--- config.mk ---
export PLATFORM = sky130hd
export DESIGN_NAME = d5m_pattern_source_flat
export DESIGN_NICKNAME = d
export VERILOG_FILES = /design/src/rtl/d5m_pattern_source_if.sv /design/src/rtl/d5m_pattern_source.sv /design/src/flat_wrapper.sv
export SDC_FILE = /design/constraint.sdc
export NUM_CORES = 1
export LEC_CHECK = 0
export CAP_MARGIN = 20
export CORE_UTILIZATION = 60
export CTS_CLUSTER_SIZE = 8
export DETAILED_ROUTE_END_ITERATION = 8
export HOLD_SLACK_MARGIN = 0.02
export PLACE_DENSITY = 0.9
export SLEW_MARGIN = 20
export SYNTH_ARGS = -nofsm -noshare
export SYNTH_HDL_FRONTEND = slang
export SYNTH_SLANG_ARGS = --single-unit
--- constraint.sdc ---
create_clock -name iCLK -period 5.8 [get_ports iCLK]
set_input_delay 0.87 -clock iCLK [delete_from_list [all_inputs] [get_ports iCLK]]
set_output_delay 0.87 -clock iCLK [all_outputs]
set_load 0.02 [all_outputs]
--- src/rtl/d5m_pattern_source_if.sv ---
// Pixel-side bundle between the synthetic D5M source and its consumer.
// The source uses the master modport; the capture path or a bench uses the slave modport.
interface d5m_pattern_source_if #(
  parameter int unsigned DATA_W = 12
);
  logic              iSTART;
  logic              iSTOP;
  logic [1:0]        iMODE;
  logic [DATA_W-1:0] oDATA;
  logic              oFVAL;
  logic              oLVAL;
  logic              oBUSY;
  logic [15:0]       oFRAME_CNT;

  modport master (
    input  iSTART, iSTOP, iMODE,
    output oDATA, oFVAL, oLVAL, oBUSY, oFRAME_CNT
  );

  modport slave (
    output iSTART, iSTOP, iMODE,
    input  oDATA, oFVAL, oLVAL, oBUSY, oFRAME_CNT
  );
endinterface

--- src/rtl/d5m_pattern_source.sv ---
// Synthetic D5M sensor: FVAL/LVAL framing with selectable Bayer test patterns.
// Define D5M_PATTERN_SOURCE_LFSR_EN to replace the mode-3 constant with a per-frame LFSR.
module d5m_pattern_source #(
  parameter int unsigned H_ACTIVE = 1280,
  parameter int unsigned V_ACTIVE = 960,
  parameter int unsigned H_BLANK  = 16,
  parameter int unsigned V_BLANK  = 32,
  parameter int unsigned FV_LEAD  = 4,
  parameter int unsigned FV_TRAIL = 4,
  parameter int unsigned DATA_W   = 12
) (
  input  logic                  iCLK,
  input  logic                  iRST_N,
  d5m_pattern_source_if.master  bus
);

  localparam int unsigned CNT_W = 16;
  localparam logic [CNT_W-1:0] X_LAST     = CNT_W'(H_ACTIVE - 1);
  localparam logic [CNT_W-1:0] Y_LAST     = CNT_W'(V_ACTIVE - 1);
  localparam logic [CNT_W-1:0] HB_LAST    = CNT_W'(H_BLANK - 1);
  localparam logic [CNT_W-1:0] VB_LAST    = CNT_W'(V_BLANK - 1);
  localparam logic [CNT_W-1:0] LEAD_LAST  = CNT_W'(FV_LEAD - 1);
  localparam logic [CNT_W-1:0] TRAIL_LAST = CNT_W'(FV_TRAIL - 1);

`ifndef SYNTHESIS
  if (H_ACTIVE == 0 || V_ACTIVE == 0) begin : g_bad_params
    $error("d5m_pattern_source: H_ACTIVE and V_ACTIVE must be non-zero");
  end
`endif

  typedef enum logic [2:0] {
    S_IDLE, S_LEAD, S_ACTIVE, S_HBLANK, S_TRAIL, S_VBLANK
  } state_t;

  state_t             state;
  logic [CNT_W-1:0]   cnt;
  logic [CNT_W-1:0]   x;
  logic [CNT_W-1:0]   y;
  logic [1:0]         mode_q;
  logic               stop_pending;

  logic [CNT_W-1:0]   x_inc_c;
  logic [CNT_W-1:0]   y_inc_c;
  logic [CNT_W-1:0]   cnt_inc_c;
  logic               stop_nxt_c;
  logic [DATA_W-1:0]  mode3_c;

  assign x_inc_c    = x + CNT_W'(1);
  assign y_inc_c    = y + CNT_W'(1);
  assign cnt_inc_c  = cnt + CNT_W'(1);
  // iSTOP wins over iSTART when both are seen while running
  assign stop_nxt_c = bus.iSTOP | (stop_pending & ~bus.iSTART);

`ifdef D5M_PATTERN_SOURCE_LFSR_EN
  localparam logic [15:0] LFSR_SEED = 16'hACE1;
  logic [15:0] lfsr;
  logic [15:0] lfsr_step_c;
  // Fibonacci, taps 16,14,13,11, shifting toward bit 0
  assign lfsr_step_c = {lfsr[0] ^ lfsr[2] ^ lfsr[3] ^ lfsr[5], lfsr[15:1]};
  assign mode3_c     = DATA_W'(lfsr_step_c);
`else
  assign mode3_c     = DATA_W'(12'h101);
`endif

  // Pixel value for Bayer site (x, y); y is passed as the two bits the patterns use
  function automatic logic [DATA_W-1:0] pix(
    input logic [1:0]        mode,
    input logic [CNT_W-1:0]  px,
    input logic              py0,
    input logic              py3,
    input logic [DATA_W-1:0] m3
  );
    logic [DATA_W-1:0] v;
    v = '0;
    case (mode)
      2'd0: begin
        case ({py0, px[0]})
          2'b01:   v = DATA_W'(12'hFFF);
          2'b10:   v = DATA_W'(12'h000);
          default: v = DATA_W'(12'h800);
        endcase
      end
      2'd1:    v = DATA_W'(px);
      2'd2:    v = (px[3] ^ py3) ? DATA_W'(12'hFFF) : DATA_W'(12'h000);
      default: v = m3;
    endcase
    return v;
  endfunction

  // Frame sequencer; every output is set on the edge that enters the cycle it describes
  always_ff @(posedge iCLK or negedge iRST_N) begin
    if (!iRST_N) begin
      state          <= S_IDLE;
      cnt            <= '0;
      x              <= '0;
      y              <= '0;
      mode_q         <= '0;
      stop_pending   <= 1'b0;
      bus.oDATA      <= '0;
      bus.oFVAL      <= 1'b0;
      bus.oLVAL      <= 1'b0;
      bus.oBUSY      <= 1'b0;
      bus.oFRAME_CNT <= '0;
`ifdef D5M_PATTERN_SOURCE_LFSR_EN
      lfsr           <= LFSR_SEED;
`endif
    end else begin
      if (state != S_IDLE) stop_pending <= stop_nxt_c;
      case (state)
        S_IDLE: begin
          if (bus.iSTART && !bus.iSTOP) begin
            state        <= S_LEAD;
            cnt          <= '0;
            x            <= '0;
            y            <= '0;
            mode_q       <= bus.iMODE;
            stop_pending <= 1'b0;
            bus.oFVAL    <= 1'b1;
            bus.oBUSY    <= 1'b1;
`ifdef D5M_PATTERN_SOURCE_LFSR_EN
            lfsr         <= LFSR_SEED;
`endif
          end
        end
        S_LEAD: begin
          if (cnt == LEAD_LAST) begin
            state     <= S_ACTIVE;
            x         <= '0;
            bus.oLVAL <= 1'b1;
            bus.oDATA <= pix(mode_q, '0, y[0], y[3], mode3_c);
`ifdef D5M_PATTERN_SOURCE_LFSR_EN
            lfsr      <= lfsr_step_c;
`endif
          end else begin
            cnt <= cnt_inc_c;
          end
        end
        S_ACTIVE: begin
          if (x == X_LAST) begin
            state     <= (y < Y_LAST) ? S_HBLANK : S_TRAIL;
            cnt       <= '0;
            bus.oLVAL <= 1'b0;
            bus.oDATA <= '0;
          end else begin
            x         <= x_inc_c;
            bus.oDATA <= pix(mode_q, x_inc_c, y[0], y[3], mode3_c);
`ifdef D5M_PATTERN_SOURCE_LFSR_EN
            lfsr      <= lfsr_step_c;
`endif
          end
        end
        S_HBLANK: begin
          if (cnt == HB_LAST) begin
            state     <= S_ACTIVE;
            x         <= '0;
            y         <= y_inc_c;
            bus.oLVAL <= 1'b1;
            bus.oDATA <= pix(mode_q, '0, y_inc_c[0], y_inc_c[3], mode3_c);
`ifdef D5M_PATTERN_SOURCE_LFSR_EN
            lfsr      <= lfsr_step_c;
`endif
          end else begin
            cnt <= cnt_inc_c;
          end
        end
        S_TRAIL: begin
          if (cnt == TRAIL_LAST) begin
            state          <= S_VBLANK;
            cnt            <= '0;
            bus.oFVAL      <= 1'b0;
            bus.oFRAME_CNT <= bus.oFRAME_CNT + 16'd1;
          end else begin
            cnt <= cnt_inc_c;
          end
        end
        S_VBLANK: begin
          if (cnt == VB_LAST) begin
            cnt <= '0;
            x   <= '0;
            y   <= '0;
            if (stop_nxt_c) begin
              state        <= S_IDLE;
              stop_pending <= 1'b0;
              bus.oBUSY    <= 1'b0;
            end else begin
              state     <= S_LEAD;
              mode_q    <= bus.iMODE;
              bus.oFVAL <= 1'b1;
`ifdef D5M_PATTERN_SOURCE_LFSR_EN
              lfsr      <= LFSR_SEED;
`endif
            end
          end else begin
            cnt <= cnt_inc_c;
          end
        end
        default: begin
          state     <= S_IDLE;
          bus.oFVAL <= 1'b0;
          bus.oLVAL <= 1'b0;
          bus.oDATA <= '0;
          bus.oBUSY <= 1'b0;
        end
      endcase
    end
  end

endmodule

--- src/flat_wrapper.sv ---
// flat-port wrapper written by rule: the top's interface ports become plain ports
module d5m_pattern_source_flat 
#(
  parameter int unsigned H_ACTIVE = 1280,
  parameter int unsigned V_ACTIVE = 960,
  parameter int unsigned H_BLANK  = 16,
  parameter int unsigned V_BLANK  = 32,
  parameter int unsigned FV_LEAD  = 4,
  parameter int unsigned FV_TRAIL = 4,
  parameter int unsigned DATA_W   = 12
)
  (iCLK, iRST_N, bus_iSTART, bus_iSTOP, bus_iMODE, bus_oDATA, bus_oFVAL, bus_oLVAL, bus_oBUSY, bus_oFRAME_CNT);
  d5m_pattern_source_if #(.DATA_W(DATA_W)) bus_i ();
  input  logic iCLK;
  input  logic iRST_N;
  input wire logic [$bits(bus_i.iSTART)-1:0] bus_iSTART;
  input wire logic [$bits(bus_i.iSTOP)-1:0] bus_iSTOP;
  input wire logic [$bits(bus_i.iMODE)-1:0] bus_iMODE;
  output wire logic [$bits(bus_i.oDATA)-1:0] bus_oDATA;
  output wire logic [$bits(bus_i.oFVAL)-1:0] bus_oFVAL;
  output wire logic [$bits(bus_i.oLVAL)-1:0] bus_oLVAL;
  output wire logic [$bits(bus_i.oBUSY)-1:0] bus_oBUSY;
  output wire logic [$bits(bus_i.oFRAME_CNT)-1:0] bus_oFRAME_CNT;
  assign bus_i.iSTART = bus_iSTART;
  assign bus_i.iSTOP = bus_iSTOP;
  assign bus_i.iMODE = bus_iMODE;
  assign bus_oDATA = bus_i.oDATA;
  assign bus_oFVAL = bus_i.oFVAL;
  assign bus_oLVAL = bus_i.oLVAL;
  assign bus_oBUSY = bus_i.oBUSY;
  assign bus_oFRAME_CNT = bus_i.oFRAME_CNT;
  d5m_pattern_source #(.H_ACTIVE(H_ACTIVE), .V_ACTIVE(V_ACTIVE), .H_BLANK(H_BLANK), .V_BLANK(V_BLANK), .FV_LEAD(FV_LEAD), .FV_TRAIL(FV_TRAIL), .DATA_W(DATA_W)) u_core (.iCLK(iCLK), .iRST_N(iRST_N), .bus(bus_i));
endmodule
==> run_results.csv, run 1 <==
group,metric,value,unit
worst_setup_path,crit_chain,"ha_1 -> nor4b_2 -> nand4_1 -> nand3_1 -> nand3_1 -> and3_1 -> a221o_1",
detailed_routing,vias,4399,
cts,cts_buffers,9,
sta,min_period,2773,ps
sta,setup_viol,0,
die,die_area,8629,sq um
layout,final_common_cell,"dfrtp_1",
global_route,grt_overflow,0,
cts,cts_setup_buffers,0,
die,rows,32,
cts,cts.clk_slew.worst_paths,90,ps
synthesis,synth_warnings,0,
global_route,grt_usage,0.2789,
sta,rsz0062_at_grt,"false",
global_route,grt_pass1_wl,19210,um
pwr,leakage,2.361,nW
pwr,total_power,2.059,mW
worst_hold_path,hp-class,"reg2reg",
sta,hold_viol_final,0,
placement,hpwl,7942,um
worst_setup_path,rrSetupSlack,3030,ps
placement,routabilityCongestion,0.9107,
die,core,7848,sq um
worst_setup_path,r2r_start,"u_core.cnt[0]",
cts,h-tree-depth,3,
synthesis,synthArstFlopShare,1.000,
run_status,status,"finished clean",
layout,final_cell_mix,"dfrtp_1 (85), nand2_1 (83), nor2_1 (53)",
layout,areaGrowthSynthToFinish,11.64,%
sta,timing.fmax,360.6,MHz
sta,tightestPinTransition,993.6,ps
cts,clockRootBuffer,"clkbuf_8",
worst_setup_path,endpoint_kind,"register",
layout,finish.instance_area,5534,sq um
worst_setup_path,r2r_end,"u_core.cnt[15]",
worst_setup_path,crit_type,"reg2reg",
pwr,swShare,0.4179,
detailed_routing,wl,11400,um
worst_setup_path,crit_path_frequent_cell,"nand3_1",
synthesis,synth.avg_cell_area,8.852,sq um
synthesis,syn-cell-area,4957,sq um
synthesis,ys.flop_type,"dfrtp_1",
pwr,pwr-share-comb,0.380,
layout,fillerInstances,598,
worst_setup_path,crit_path_max_fanout,13,
detailed_routing,routed_via_density,6.375,
layout,fin_nets,593,
detailed_routing,wl_per_cell,16.52,um
worst_hold_path,hold_end,"u_core.bus.oDATA[4]",
cts,cts_resized,0,
worst_setup_path,crit_arrival,3010,ps
worst_setup_path,cpPeakStageDelay,420,ps
global_route,grt_antenna_before_repair,0,
global_route,first_global_vias,4042,
detailed_routing,drt_iter0_drc,275,
pwr,power.switching,0.8603,mW
pwr,vdd_drop_max,0.0002015,V
die,initial_utilization,0.6317,
cts,cts_num_sinks,85,
pwr,power.density,372.0,nW/um^2
synthesis,netlist_instances,560,
layout,multi_input_area,2675,sq um
worst_hold_path,min-delay-start,"u_core.bus.oDATA[4]",
detailed_routing,detail-route-antenna-nets,0,
placement,portBuffers,36,
cts,clock_latency,360,ps
synthesis,yosysUniqueCellTypes,55,
synthesis,syn_nets,570,
cts,cts.hold.buffers_added,0,
layout,regArea,2127,sq um
placement,dpl_cell_area,5336,sq um
sta,fin_hold_ws,493.6,ps
die,chipWidth,92.90,um
die,ios,37,
pwr,clock_power_share,0.199,
pwr,internal_power,1.199,mW
global_route,grt_start_max_net_pins,86,
detailed_routing,drc,0,
layout,drive_gt1_frac,0.05952,
cts,cts_tree,"built",
worst_setup_path,required,6040,ps
synthesis,synth_edf_count,0,
worst_setup_path,slowest_stage,"dfrtp_1",
synthesis,ys_seq_elements,85,
sta,tns,0,ps
worst_setup_path,r2r_cells,7,
synthesis,seq_area_frac_synth,0.4291,
pwr,p_seq_frac,0.421,
sta,maxSlewViolCount,0,
cts,clock_path_buffers,2,
detailed_routing,drt_pass1_iterations,5,
flow_run,drv_cap,0,
sta,final.period_utilization,0.4782,
layout,antennaDiodeCount,0,
worst_hold_path,min_path_cells,1,
sta,slew_headroom,0.3376,
sta,clock_skew,9.979,ps
die,die_h,92.90,um
worst_setup_path,critPathLaunchType,"register",
-- worst max-delay path, delay by kind of cell, from the launching register on --
kind	cells	cell delay, ps
and+or+nand+nor	5	1680
DFF	1	420
adders and majority gates	1	310
AOI/OAI and AO/OA	1	250
-- registers in the layout (all words and copies together) (netlist names) --
register               count
u_core.cnt                16
u_core.bus.oFVAL           1
u_core.mode_q              2
u_core.bus.oDATA          12
u_core.state               3
u_core.bus.oLVAL           1
u_core.bus.oBUSY           1
u_core.y                  16
u_core.x                  16
u_core.stop_pending        1
u_core.bus.oFRAME_CNT     16
-- synthesized netlist by cell type, types with 4 or more instances --
master | number | share of area
a22o_1 | 12 | 0.021
xnor2_1 | 20 | 0.035
and4_1 | 5 | 0.0088
nor2_1 | 53 | 0.040
o21ai_0 | 38 | 0.038
buf_2 | 4 | 0.0040
nor3_1 | 14 | 0.014
nor4_1 | 5 | 0.0063
mux2i_1 | 6 | 0.012
a211o_1 | 10 | 0.018
nand2b_1 | 4 | 0.0050
mux2_2 | 4 | 0.0091
nor2b_1 | 6 | 0.0076
nand2_1 | 83 | 0.063
and2_1 | 5 | 0.0063
a31oi_1 | 10 | 0.013
dfrtp_1 | 85 | 0.43
and3_1 | 12 | 0.015
ha_1 | 4 | 0.010
nand3_1 | 27 | 0.027
nor3b_1 | 4 | 0.0061
or3_1 | 6 | 0.0076
inv_1 | 11 | 0.0083
nand4_1 | 13 | 0.016
xor2_1 | 11 | 0.019
clkbuf_1 | 19 | 0.014
a21oi_1 | 36 | 0.036
a211oi_1 | 5 | 0.0076
-- cells by family (layout without fill, tap and decap cells) --
| kind of cell | count (synthesis) | count (layout) | synth area share |
|---|---|---|---|
| AND/OR/NAND/NOR | 254 | 254 | 0.2706 |
| AO/OA/AOI/OAI | 139 | 139 | 0.1784 |
| flip-flops | 85 | 85 | 0.4291 |
| buffers and inverters | 36 | 64 | 0.03130 |
| XOR/XNOR | 32 | 32 | 0.05931 |
| multiplexers | 10 | 10 | 0.02120 |
| adder cells (fa/ha/maj) | 4 | 4 | 0.01010 |
-- per-layer routing --
layer / vias up / track usage / wire length, um
met1: 2166 / 0.3779 / 5036
met5: - / 0 / 0
li1: 2085 / - / -
met3: 23 / 0.02874 / 472
met2: 125 / 0.4688 / 5671
met4: 0 / 0.09231 / 217
-- worst max-delay path by stage --
stage | startpoint | to | slack [ps] | depth (start not counted)
3_5_place_dp | bus_iSTOP | u_core.x[14] | 2950 | 7
4_1_cts | u_core.cnt[0] | u_core.cnt[15] | 3050 | 7
2_1_floorplan | u_core.x[13] | u_core.cnt[10] | 3690 | 7
5_1_grt | u_core.cnt[0] | u_core.cnt[15] | 2810 | 7
3_3_place_gp | bus_iSTOP | u_core.x[11] | 2990 | 7
6_report | u_core.cnt[0] | u_core.cnt[15] | 3030 | 7
-- power groups by stage --
| stage | registers [mW] | clock network, mW | logic [mW] |
|---|---|---|---|
| 2_1_floorplan | 0.839 | 0 | 0.584 |
| 3_3_place_gp | 0.864 | 0 | 0.745 |
| 3_5_place_dp | 0.871 | 0 | 0.770 |
| 4_1_cts | 0.861 | 0.412 | 0.780 |
| 5_1_grt | 0.888 | 0.433 | 0.857 |
| 6_report | 0.866 | 0.411 | 0.782 |
-- area by class of cell --
cell class	count	area share
clock inverters	5	0.007687
repair buffers	37	0.06670
well taps	102	0.02306
flip-flops and latches	85	0.3844
multi-input cells	439	0.4834
clock buffers	11	0.02736
inverters	11	0.007461
-- metrics by stage --
step                instances  utilization  setup WS, ps
finish                    690       0.7052          3027
global route              690       0.7052          2805
CTS                       690       0.7047          3054
detailed placement        674       0.6800          2949
global placement          674       0.6800          2994
floorplan                 560            -          3691
Power figures use the tool's default switching activity.
==> inputs of run 2 (changes only) <==
--- a/config.mk
+++ b/config.mk
@@ -6,11 +6,11 @@
 export NUM_CORES = 1
 export LEC_CHECK = 0
 export CAP_MARGIN = 20
-export CORE_UTILIZATION = 60
+export CORE_UTILIZATION = 59
 export CTS_CLUSTER_SIZE = 8
 export DETAILED_ROUTE_END_ITERATION = 8
 export HOLD_SLACK_MARGIN = 0.02
-export PLACE_DENSITY = 0.9
+export PLACE_DENSITY = 0.89
 export SLEW_MARGIN = 20
 export SYNTH_ARGS = -nofsm -noshare
 export SYNTH_HDL_FRONTEND = slang
==> constraint.sdc (replaced) <==
create_clock -name iCLK -period 2.9 [get_ports iCLK]
set_input_delay 0.435 -clock iCLK [delete_from_list [all_inputs] [get_ports iCLK]]
set_output_delay 0.435 -clock iCLK [all_outputs]
set_load 0.02 [all_outputs]
==> run 2 against run 1 <==
Register-to-register slack got worse by 2700 ps. Flip-flop and latch count did not move. Final cell count grew 1.6%. Critical path type unchanged. Final area grew 1.4%. Utilization fell by 1.9 points. Clock skew increased by 5.4 ps. Global-route usage is 0.42 points higher.
==> run_results.csv, run 2 (synthesis gave the netlist of run 1 again) <==
group,metric,value,unit
die,die_area,8773,sq um
die,initial_utilization,0.6064,
layout,areaGrowthSynthToFinish,13.20,%
die,ios,37,
die,rows,33,
worst_setup_path,r2r_cells,6,
placement,routabilityCongestion,0.9089,
pwr,power.density,755.6,nW/um^2
cts,clock_latency,380,ps
run_status,status,"finished clean",
sta,hold_viol_final,0,
worst_setup_path,crit_type,"reg2reg",
worst_setup_path,cpPeakStageDelay,430,ps
sta,rsz0062_at_grt,"false",
cts,cts_buffers,9,
layout,final_cell_mix,"dfrtp_1 (85), nand2_1 (83), nor2_1 (53)",
pwr,p_seq_frac,0.403,
cts,cts_tree,"built",
placement,hpwl,8007,um
cts,cts_setup_buffers,0,
detailed_routing,detail-route-antenna-nets,0,
layout,regArea,2127,sq um
worst_setup_path,crit_arrival,2830,ps
die,die_h,93.67,um
cts,clockRootBuffer,"clkbuf_8",
worst_setup_path,slowest_stage,"nor3_2",
pwr,power.switching,1.748,mW
pwr,leakage,2.400,nW
flow_run,drv_cap,0,
placement,portBuffers,36,
worst_setup_path,required,3160,ps
worst_setup_path,endpoint_kind,"register",
worst_setup_path,critPathLaunchType,"register",
global_route,grt_usage,0.2831,
layout,multi_input_area,2675,sq um
worst_setup_path,crit_chain,"ha_1 -> nor4b_2 -> nand4_1 -> nor3_2 -> a21oi_1 -> a211o_1",
global_route,grt_antenna_before_repair,0,
cts,cts_resized,0,
detailed_routing,drt_pass1_iterations,5,
worst_setup_path,rrSetupSlack,330,ps
cts,cts.clk_slew.worst_paths,90,ps
detailed_routing,routed_via_density,6.295,
pwr,pwr-share-comb,0.387,
global_route,grt_start_max_net_pins,86,
placement,dpl_cell_area,5400,sq um
sta,clock_skew,15.41,ps
worst_setup_path,r2r_end,"u_core.bus.oDATA[3]",
cts,cts_num_sinks,85,
cts,h-tree-depth,3,
pwr,swShare,0.4124,
pwr,vdd_drop_max,0.0003826,V
worst_setup_path,crit_path_max_fanout,13,
layout,finish.instance_area,5612,sq um
sta,final.period_utilization,0.8866,
detailed_routing,wl,11440,um
detailed_routing,drt_iter0_drc,330,
worst_setup_path,r2r_start,"u_core.cnt[0]",
layout,antennaDiodeCount,0,
global_route,first_global_vias,4156,
global_route,grt_pass1_wl,19290,um
sta,setup_viol,0,
sta,tightestPinTransition,941.6,ps
layout,fillerInstances,637,
die,core,8175,sq um
global_route,grt_overflow,0,
die,chipWidth,93.67,um
sta,tns,0,ps
pwr,internal_power,2.492,mW
worst_hold_path,hp-class,"in2async",
sta,slew_headroom,0.3722,
pwr,clock_power_share,0.211,
sta,timing.fmax,388.9,MHz
detailed_routing,wl_per_cell,16.31,um
sta,maxSlewViolCount,0,
detailed_routing,vias,4413,
layout,drive_gt1_frac,0.07215,
layout,final_common_cell,"dfrtp_1",
cts,clock_path_buffers,2,
layout,fin_nets,601,
detailed_routing,drc,0,
cts,cts.hold.buffers_added,0,
sta,min_period,2571,ps
-- run 2: changes by cell type in the layout (fill, tap and decap cells not counted), sizes merged --
cell	before	now
clkinvlp	1	3
buf	2	10
inv	13	12
bufinv	0	1
clkinv	2	1
clkbuf	11	10
-- run 2: how the worst max path moves through the flow --
stage	start	end	slack [ps]	cells after the start
floorplan	u_core.x[13]	u_core.cnt[10]	790	7
global placement	u_core.cnt[0]	u_core.cnt[14]	490	8
detailed placement	u_core.cnt[0]	u_core.cnt[14]	380	8
CTS	u_core.cnt[0]	u_core.cnt[14]	370	8
global route	u_core.cnt[0]	u_core.cnt[14]	120	8
finish	u_core.cnt[0]	u_core.bus.oDATA[3]	330	6
-- run 2: cell type report --
type | count | share of cell area
Clock inverter | 6 | 0.01249
Timing Repair Buffer | 45 | 0.07648
Tap cell | 105 | 0.02341
Clock buffer | 10 | 0.02453
Inverter | 11 | 0.007358
Multi-Input combinational cell | 439 | 0.4767
Sequential cell | 85 | 0.3790
-- run 2: power by group through the flow --
stage | sequential [mW] | combinational, mW | clock (mW)
global placement | 1.70 | 1.56 | 0
floorplan | 1.68 | 1.17 | 0
CTS | 1.70 | 1.62 | 0.896
detailed placement | 1.72 | 1.61 | 0
finish | 1.71 | 1.64 | 0.893
global route | 1.75 | 1.81 | 0.946
-- run 2: through the flow --
| stage | worst slack [ps] | cells | utilization | hold slack, ps | total power, mW |
|---|---|---|---|---|---|
| final | 328.8 | 701 | 0.6864 | 70.23 | 4.240 |
| after global routing | 118.3 | 701 | 0.6864 | 165.6 | 4.505 |
| after CTS | 366.6 | 701 | 0.6860 | 288.5 | 4.216 |
| after detailed placement | 377.4 | 685 | 0.6605 | 480.2 | 3.330 |
| after global placement | 485.1 | 685 | 0.6605 | 462.6 | 3.260 |
| after floorplan | 790.7 | 560 | - | 139.4 | 2.846 |
-- run 2: per-layer routing --
layer  track usage  routed length, um  up-vias
li1              -                  -     2096
met1        0.3805               5122     2145
met2        0.4620               5581      157
met3       0.03803                566       15
met4        0.1179                163        0
met5             0                  0        -
-- run 2: worst max-delay path, delay by kind of cell (launching register included) --
kind            cells  cell delay (ps)
flops               1              410
fa+ha+maj           1              290
compound gates      2              700
simple gates        3             1070
